<file path="src/rtl/adder_seq_pkg.sv">
// Shared types and helpers for the nibble-serial adder sequencer.
package adder_seq_pkg;

   typedef enum logic [1:0] {
      StIdle = 2'd0,
      StAdd  = 2'd1,
      StDone = 2'd2
   } state_e;

   localparam int unsigned NIB_W = 4;

   function automatic int unsigned num_steps(input int unsigned opw);
      return opw / NIB_W;
   endfunction

endpackage

</file>
<file path="src/rtl/nibble_add_slice.sv">
// Combinational 4-bit ripple-carry adder built from full-adder cells.
module nibble_add_slice (
   input  logic [3:0] a,
   input  logic [3:0] b,
   input  logic       cin,
   output logic [3:0] s,
   output logic       cout
);

   logic [4:0] c;

   assign c[0] = cin;

   for (genvar i = 0; i < 4; i++) begin : g_fa
      assign s[i]   = a[i] ^ b[i] ^ c[i];
      assign c[i+1] = (a[i] & b[i]) | (c[i] & (a[i] ^ b[i]));
   end

   assign cout = c[4];

endmodule

</file>
<file path="src/rtl/adder_seq_ctrl.sv">
// Adds two OPW-bit operands one nibble per cycle through a single 4-bit slice.
// Optional subtract mode (io_in_sub port) is enabled by defining ADDER_SEQ_SUB_EN.
module adder_seq_ctrl
   import adder_seq_pkg::*;
#(
   parameter int unsigned OPW = 16
) (
   input  logic           clock,
   input  logic           reset,
   input  logic           io_in_valid,
   output logic           io_in_ready,
   input  logic [OPW-1:0] io_in_x,
   input  logic [OPW-1:0] io_in_y,
   input  logic           io_in_cin,
`ifdef ADDER_SEQ_SUB_EN
   input  logic           io_in_sub,
`endif
   output logic           io_out_valid,
   input  logic           io_out_ready,
   output logic [OPW-1:0] io_out_sum,
   output logic           io_out_cout,
   output logic           io_busy
);

   localparam int unsigned NumSteps = num_steps(OPW);
   localparam int unsigned StepW    = (NumSteps > 1) ? $clog2(NumSteps) : 1;
   localparam logic [StepW-1:0] LastStep = StepW'(NumSteps - 1);

   if ((OPW % NIB_W) != 0 || OPW < NIB_W) begin : g_bad_opw
      $error("adder_seq_ctrl: OPW must be a multiple of 4 and >= 4");
   end

   state_e           state_q, state_d;
   logic [StepW-1:0] step_q, step_d;
   logic [OPW-1:0]   x_q, x_d;
   logic [OPW-1:0]   y_q, y_d;
   logic [OPW-1:0]   sum_q, sum_d;
   logic             carry_q, carry_d;
   logic             cout_q, cout_d;

   logic [NIB_W-1:0] nib_x, nib_y, nib_s;
   logic             nib_cout;

   // Select the operand nibbles addressed by the step counter.
   always_comb begin
      nib_x = '0;
      nib_y = '0;
      for (int unsigned i = 0; i < NumSteps; i++) begin
         if (step_q == StepW'(i)) begin
            nib_x = x_q[i*NIB_W +: NIB_W];
            nib_y = y_q[i*NIB_W +: NIB_W];
         end
      end
   end

   nibble_add_slice u_slice (
      .a    (nib_x),
      .b    (nib_y),
      .cin  (carry_q),
      .s    (nib_s),
      .cout (nib_cout)
   );

   always_comb begin
      state_d = state_q;
      step_d  = step_q;
      x_d     = x_q;
      y_d     = y_q;
      sum_d   = sum_q;
      carry_d = carry_q;
      cout_d  = cout_q;

      case (state_q)
         StIdle: begin
            if (io_in_valid) begin
               x_d = io_in_x;
`ifdef ADDER_SEQ_SUB_EN
               // Subtract as x + ~y + 1; the forced carry-in replaces cin.
               y_d     = io_in_sub ? ~io_in_y : io_in_y;
               carry_d = io_in_sub ? 1'b1 : io_in_cin;
`else
               y_d     = io_in_y;
               carry_d = io_in_cin;
`endif
               step_d  = '0;
               state_d = StAdd;
            end
         end
         StAdd: begin
            for (int unsigned i = 0; i < NumSteps; i++) begin
               if (step_q == StepW'(i)) begin
                  sum_d[i*NIB_W +: NIB_W] = nib_s;
               end
            end
            carry_d = nib_cout;
            if (step_q == LastStep) begin
               cout_d  = nib_cout;
               state_d = StDone;
            end else begin
               step_d = step_q + 1'b1;
            end
         end
         StDone: begin
            if (io_out_ready) begin
               state_d = StIdle;
            end
         end
         default: state_d = StIdle;
      endcase
   end

   always_ff @(posedge clock or negedge reset) begin
      if (!reset) begin
         state_q <= StIdle;
         step_q  <= '0;
         x_q     <= '0;
         y_q     <= '0;
         sum_q   <= '0;
         carry_q <= 1'b0;
         cout_q  <= 1'b0;
      end else begin
         state_q <= state_d;
         step_q  <= step_d;
         x_q     <= x_d;
         y_q     <= y_d;
         sum_q   <= sum_d;
         carry_q <= carry_d;
         cout_q  <= cout_d;
      end
   end

   assign io_in_ready  = (state_q == StIdle);
   assign io_out_valid = (state_q == StDone);
   assign io_busy      = (state_q == StAdd) || (state_q == StDone);
   assign io_out_sum   = sum_q;
   assign io_out_cout  = cout_q;

endmodule
</file>
<file path="config.mk">
export PLATFORM = sky130hd
export DESIGN_NAME = adder_seq_ctrl
export DESIGN_NICKNAME = d
export VERILOG_FILES = /design/src/rtl/adder_seq_pkg.sv /design/src/rtl/nibble_add_slice.sv /design/src/rtl/adder_seq_ctrl.sv
export SDC_FILE = /design/constraint.sdc
export NUM_CORES = 1
export LEC_CHECK = 0
export ABC_AREA = 1
export CORE_MARGIN = 2
export CORE_UTILIZATION = 52
export CTS_BUF_LIST = sky130_fd_sc_hd__clkbuf_2
export CTS_CLUSTER_SIZE = 25
export DETAILED_ROUTE_END_ITERATION = 10
export PLACE_DENSITY = 0.82
export SKIP_LAST_GASP = 1
export SLEW_MARGIN = 20
export SYNTH_ARGS = -nofsm -noshare
export SYNTH_HDL_FRONTEND = slang
export SYNTH_SLANG_ARGS = --single-unit
</file>
<file path="constraint.sdc">
create_clock -name clock -period 3.18 [get_ports clock]
set_input_delay 0.636 -clock clock [delete_from_list [all_inputs] [get_ports clock]]
set_output_delay 0.636 -clock clock [all_outputs]
set_load 0.1 [all_outputs]
</file>
== Yosys cells after proc, flatten, opt, wreduce, memory -nomap -nowiden ==
Index checks and enable logic that the tools add are counted.

* Bitwise logic cells: 20
* Eq/ne operators: 9
* Multiplexer cells: 17
* Reduce and logical (&&, ||, !) cells: 12
* $add $sub $neg: 1

{| class="wikitable"
|+ Operator list
! cell !! number
|-
| $mux 4 || 8
|-
| $reduce_and 2->1 || 6
|-
| $mux 2 || 5
|-
| $and 1x1->1 || 8
|-
| $xor 1x1->1 || 8
|-
| $eq 2x2->1 const B || 3
|-
| $ne 2x2->1 const B || 3
|-
| $pmux 2 s3 || 1
|-
| $reduce_and 3->1 || 2
|-
| $eq 2x1->1 const B || 2
|-
| $logic_not 2->1 || 2
|-
| $or 1x1->1 || 4
|-
| $pmux 2 s2 || 1
|-
| $add 2x1->2 const B || 1
|-
| $ne 2x1->1 const B || 1
|-
| $pmux 1 s2 || 1
|-
| $reduce_bool 2->1 || 1
|-
| $logic_or 1x1->1 || 1
|-
| $mux 1 || 1
|}

* Output and inout bits: 20
* Flip-flop bits (word level): 54

== Longest topological paths before layout ==
* Depth after elaboration: 15
* Mapped depth: 17
* Depth with buffers taken out: 16

== Hierarchy ==
A second synthesis with hierarchy kept.

* Cell total of the unflattened synthesis: 324
* Area total of the unflattened synthesis: 2748.9 um2

{| class="wikitable"
|+ By module, submodules not included
! module !! times used !! area an instance (um2) !! sequential area each (um2) !! cells each
|-
| adder_seq_ctrl || 1 || 2631.3 || 1351.3 || 310
|-
| nibble_add_slice || 1 || 117.6 || 0.0 || 14
|}

== Least setup slack after synthesis ==
No wires, ideal clock.

* Path type: register to register
* Start: register step_q[0]
* End: register sum_q[15], in the netlist io_out_sum[15]
* Data arrival time: 2.828 ns
* Setup time: 0.084 ns
* Slack: 0.269 ns
* Path buffers: 1
* Cell stages (with the launch flop): 15
* Cells stage by stage: dfrtp_1 > inv_1 > ha_1 > buf_4 > inv_2 > nor2_1 > nor2_1 > a21boi_0 > fa_1 > inv_1 > fa_1 > fa_1 > fa_1 > inv_1 > o21ai_0

* Word-level cells in the longest chain between the ends: 13
* Elaborated cells between the ends (all ways): 27

{| class="wikitable"
|+ RTL lines
! element !! RTL line !! text
|-
| start, declared || adder_seq_ctrl.sv:34 || <nowiki>logic [StepW-1:0] step_q, step_d;</nowiki>
|-
| start signal, assigned || adder_seq_ctrl.sv:123 || <nowiki>step_q <= step_d;</nowiki>
|-
| $logic_not 2->1 || adder_seq_ctrl.sv:49 || <nowiki>if (step_q == StepW'(i)) begin</nowiki>
|-
| $mux 4 (4 in a row) || adder_seq_ctrl.sv:49 ||
|-
| $xor 1x1->1 || nibble_add_slice.sv:16 || <nowiki>assign c[i+1] = (a[i] & b[i]) | (c[i] & (a[i] ^ b[i]));</nowiki>
|-
| $and 1x1->1 || nibble_add_slice.sv:16 ||
|-
| $or 1x1->1 || nibble_add_slice.sv:16 ||
|-
| $and 1x1->1 || nibble_add_slice.sv:16 ||
|-
| $or 1x1->1 || nibble_add_slice.sv:16 ||
|-
| $and 1x1->1 || nibble_add_slice.sv:16 ||
|-
| $or 1x1->1 || nibble_add_slice.sv:16 ||
|-
| $xor 1x1->1 * || nibble_add_slice.sv:15 || <nowiki>assign s[i] = a[i] ^ b[i] ^ c[i];</nowiki>
|-
| named net nib_s[3] || adder_seq_ctrl.sv:41 || <nowiki>logic [NIB_W-1:0] nib_x, nib_y, nib_s;</nowiki>
|-
| end signal, assigned || adder_seq_ctrl.sv:126 || <nowiki>sum_q <= sum_d;</nowiki>
|-
| end, declared || adder_seq_ctrl.sv:37 || <nowiki>logic [OPW-1:0] sum_q, sum_d;</nowiki>
|}

Mark *: on every way through the listed nets, which the timed path passes. The rest lies on a longest branch.
A chain may end at the register's enable or synchronous reset.

== Final worst setup path ==
* Start: register step_q[0]
* End: register sum_q[3], in the netlist io_out_sum[3]

Same word-level chain as after synthesis.

==> impl_metrics.env <==
export IMPL_status="completed"
export IMPL_antenna_found_initial=0
export IMPL_synth_edff_count=0
export IMPL_yosysSeqAreaShare_pct=51.4
export IMPL_fin_worst_skew_ns=0.0136
export IMPL_avgViaCountPerCell=5.03
export IMPL_avgSynthCellArea_um2=8.35
export IMPL_finalHoldViolCount=0
export IMPL_crit_arrival_ns=3.37
export IMPL_synth_area_leaders="dfrtp_1 (51%), nand2_1 (17%), nand3_1 (7.0%)"
export IMPL_cts_clk_slew_worst_paths_ns=0.26
export IMPL_start_kind="flip-flop"
export IMPL_crit_fanout=9
export IMPL_min_period_ns=2.99
export IMPL_post_synth_top_area_cell="dfrtp_1"
export IMPL_cts_max_level=2
export IMPL_die_w_um=75.1
export IMPL_io_pins=57
export IMPL_reg2reg_depth=13
export IMPL_fp_row_count=25
export IMPL_yosysMostFrequentCell="nand2_1"
export IMPL_use_met2_pct=36.5
export IMPL_grt_first_pass_wirelength_mm=9.60
export IMPL_worstSkewPairLatency_ns=0.43
export IMPL_drc_errors=0
export IMPL_die_y_um=75.1
export IMPL_cts_buffer_depth=2
export IMPL_syn_inst=315
export IMPL_ys_warn_count=0
export IMPL_crit_required_ns=3.56
export IMPL_setup_viol=0
export IMPL_nNetsFinal=423
export IMPL_cts_tree="built"
export IMPL_maxCapViolCount=0
export IMPL_max_freq_mhz=334
export IMPL_synth_top_cell_area_share_pct=51.4
export IMPL_nFillCells=423
export IMPL_ys_types=19
export IMPL_tightest_slew_ns=0.716
export IMPL_place_hpwl_mm=4.38
export IMPL_cts_buffers=5
export IMPL_drv_slew=0
export IMPL_cts_sink_count=54
export IMPL_synth_ff_type="dfrtp_1"
export IMPL_first_iter_violations=174
export IMPL_clockRootBuffer="clkbuf_2"
export IMPL_synth_fp_nets=363
export IMPL_hold_path_class="in -> async"
export IMPL_grt_max_degree=39
export IMPL_yosys_top_cells_count="nand2_1 (119), dfrtp_1 (54), nand3_1 (37)"
export IMPL_hold_ws_ns=0.0843
export IMPL_drive_above_1_share_pct=13.6
export IMPL_io_buffer_count=56
export IMPL_period_share_pct=94.0
export IMPL_postRouteAntennaNets=0
export IMPL_wirelength_mm=5.74
export IMPL_grt_busiest_layer="met2"
export IMPL_initial_utilization_pct=55.0
export IMPL_final_util_pct=69.1
export IMPL_path_class="reg -> reg"
export IMPL_cp_end_kind="flip-flop"
export IMPL_wl_per_cell_um=13.0
export IMPL_postPlaceCellArea_um2=3190
export IMPL_syn_to_final_growth_pct=25.7
export IMPL_async_flop_share_pct=100
export IMPL_maxSlewHeadroom_pct=52.1
export IMPL_place_congestion=0.876
export IMPL_firstDrtPassIters=5
export IMPL_vias=2228
export IMPL_final_area_um2=3310
export IMPL_overflow=0
export IMPL_synthesis_area_um2=2630
export IMPL_cts_hold_buf=0
export IMPL_antennaDiodeCount=0
export IMPL_met1_usage_pct=30.4
export IMPL_ys_seq_elements=54
export IMPL_grt_pass1_vias=2090
export IMPL_setup_tns_ns=0
export IMPL_grt_total_usage_pct=22.1
export IMPL_fp_coreArea_um2=4790
export IMPL_die_area_um2=5640
export IMPL_gr_usage_met3_pct=3.08
## through the flow
| stage | worst slack (ns) | instances |
|---|---|---|
| 5_1_grt | -0.00284 | 443 |
| 3_5_place_dp | 0.0798 | 433 |
| 2_1_floorplan | 0.269 | 315 |
| 6_report | 0.190 | 443 |
| 3_3_place_gp | 0.180 | 433 |
| 4_1_cts | 0.0289 | 441 |
## timing repair
| action | CTS | global route |
|---|---|---|
| resized for setup | 0 | 4 |
| buffers inserted | 0 | 2 |
| endpoints found under the setup margin | 0 | 6 |
## registers in the layout, summed over array words and instances (netlist names)
name and flops:
y_q 16, io_out_sum 16, io_out_cout 1, carry_q 1
step_q 2, state_q 2, x_q 16
## worst paths after layout
kind | startpoint | end | slack, ns
max in group asynchronous | reset | y_q[0]$_DFFE_PN0P_ | 2.47
min reg2reg | x_q[15]$_DFFE_PN0P_ | x_q[15]$_DFFE_PN0P_ | 0.51
max reg2reg | step_q[0]$_DFFE_PN0P_ | io_out_sum[3]$_DFFE_PN0P_ | 0.19
min | reset | io_out_sum[8]$_DFFE_PN0P_ | 0.08
min in group clock | x_q[15]$_DFFE_PN0P_ | x_q[15]$_DFFE_PN0P_ | 0.51
max | step_q[0]$_DFFE_PN0P_ | io_out_sum[3]$_DFFE_PN0P_ | 0.19
## per-layer routing
metal	wire length [um]	vias to the layer above	share of wire, %
met2	2780	65	48
met1	2610	1040	45
met5	0	-	0
met4	82	0	1.4
met3	273	9	4.8
li1	-	1114	-
## cell usage in the layout (no fill, tap or decap), drive strengths merged
master         instances
o21ai                 20
dfrtp                 54
nor2                  16
clkdlybuf4s50         35
fa                     4
clkinv                 1
inv                   23
a21oi                 17
or2                    1
buf                   33
clkbuf                 5
nand3                 37
nand2                120
a21boi                 1
ha                     7
bufinv                 2
## area by class of cell
cell class,count,area (um2),share of cell area [%]
Multi-Input combinational cell,223,1090,32.9
Sequential cell,54,1350,40.9
Inverter,23,86.3,2.61
Clock inverter,3,63.8,1.93
Timing Repair Buffer,68,608,18.4
Clock buffer,5,25.0,0.757
Tap cell,67,83.8,2.54
## worst max-delay path, cell delays in order (launching register included)
cell and delay [ns]:
dfrtp_1 0.45, buf_4 0.14, ha_2 0.25, buf_4 0.18, a21oi_1 0.12, nand2_1 0.07, nand2_1 0.07, fa_1 0.16
inv_1 0.05, fa_1 0.37, fa_1 0.39, fa_1 0.49, inv_1 0.06, o21ai_0 0.16
## cell families (layout without fill, tap and decap cells)
group | count (synthesis) | count (layout) | share of synthesized area (%)
compound gates | 38 | 38 | 7.90
fa+ha+maj | 11 | 11 | 6.37
buf+inv | 38 | 99 | 7.56
flops | 54 | 54 | 51.4
simple gates | 174 | 174 | 26.8
Power is left out: the tool's default activity adds up to more than one toggle a clock period on the data nets, which glitch-free logic cannot reach.
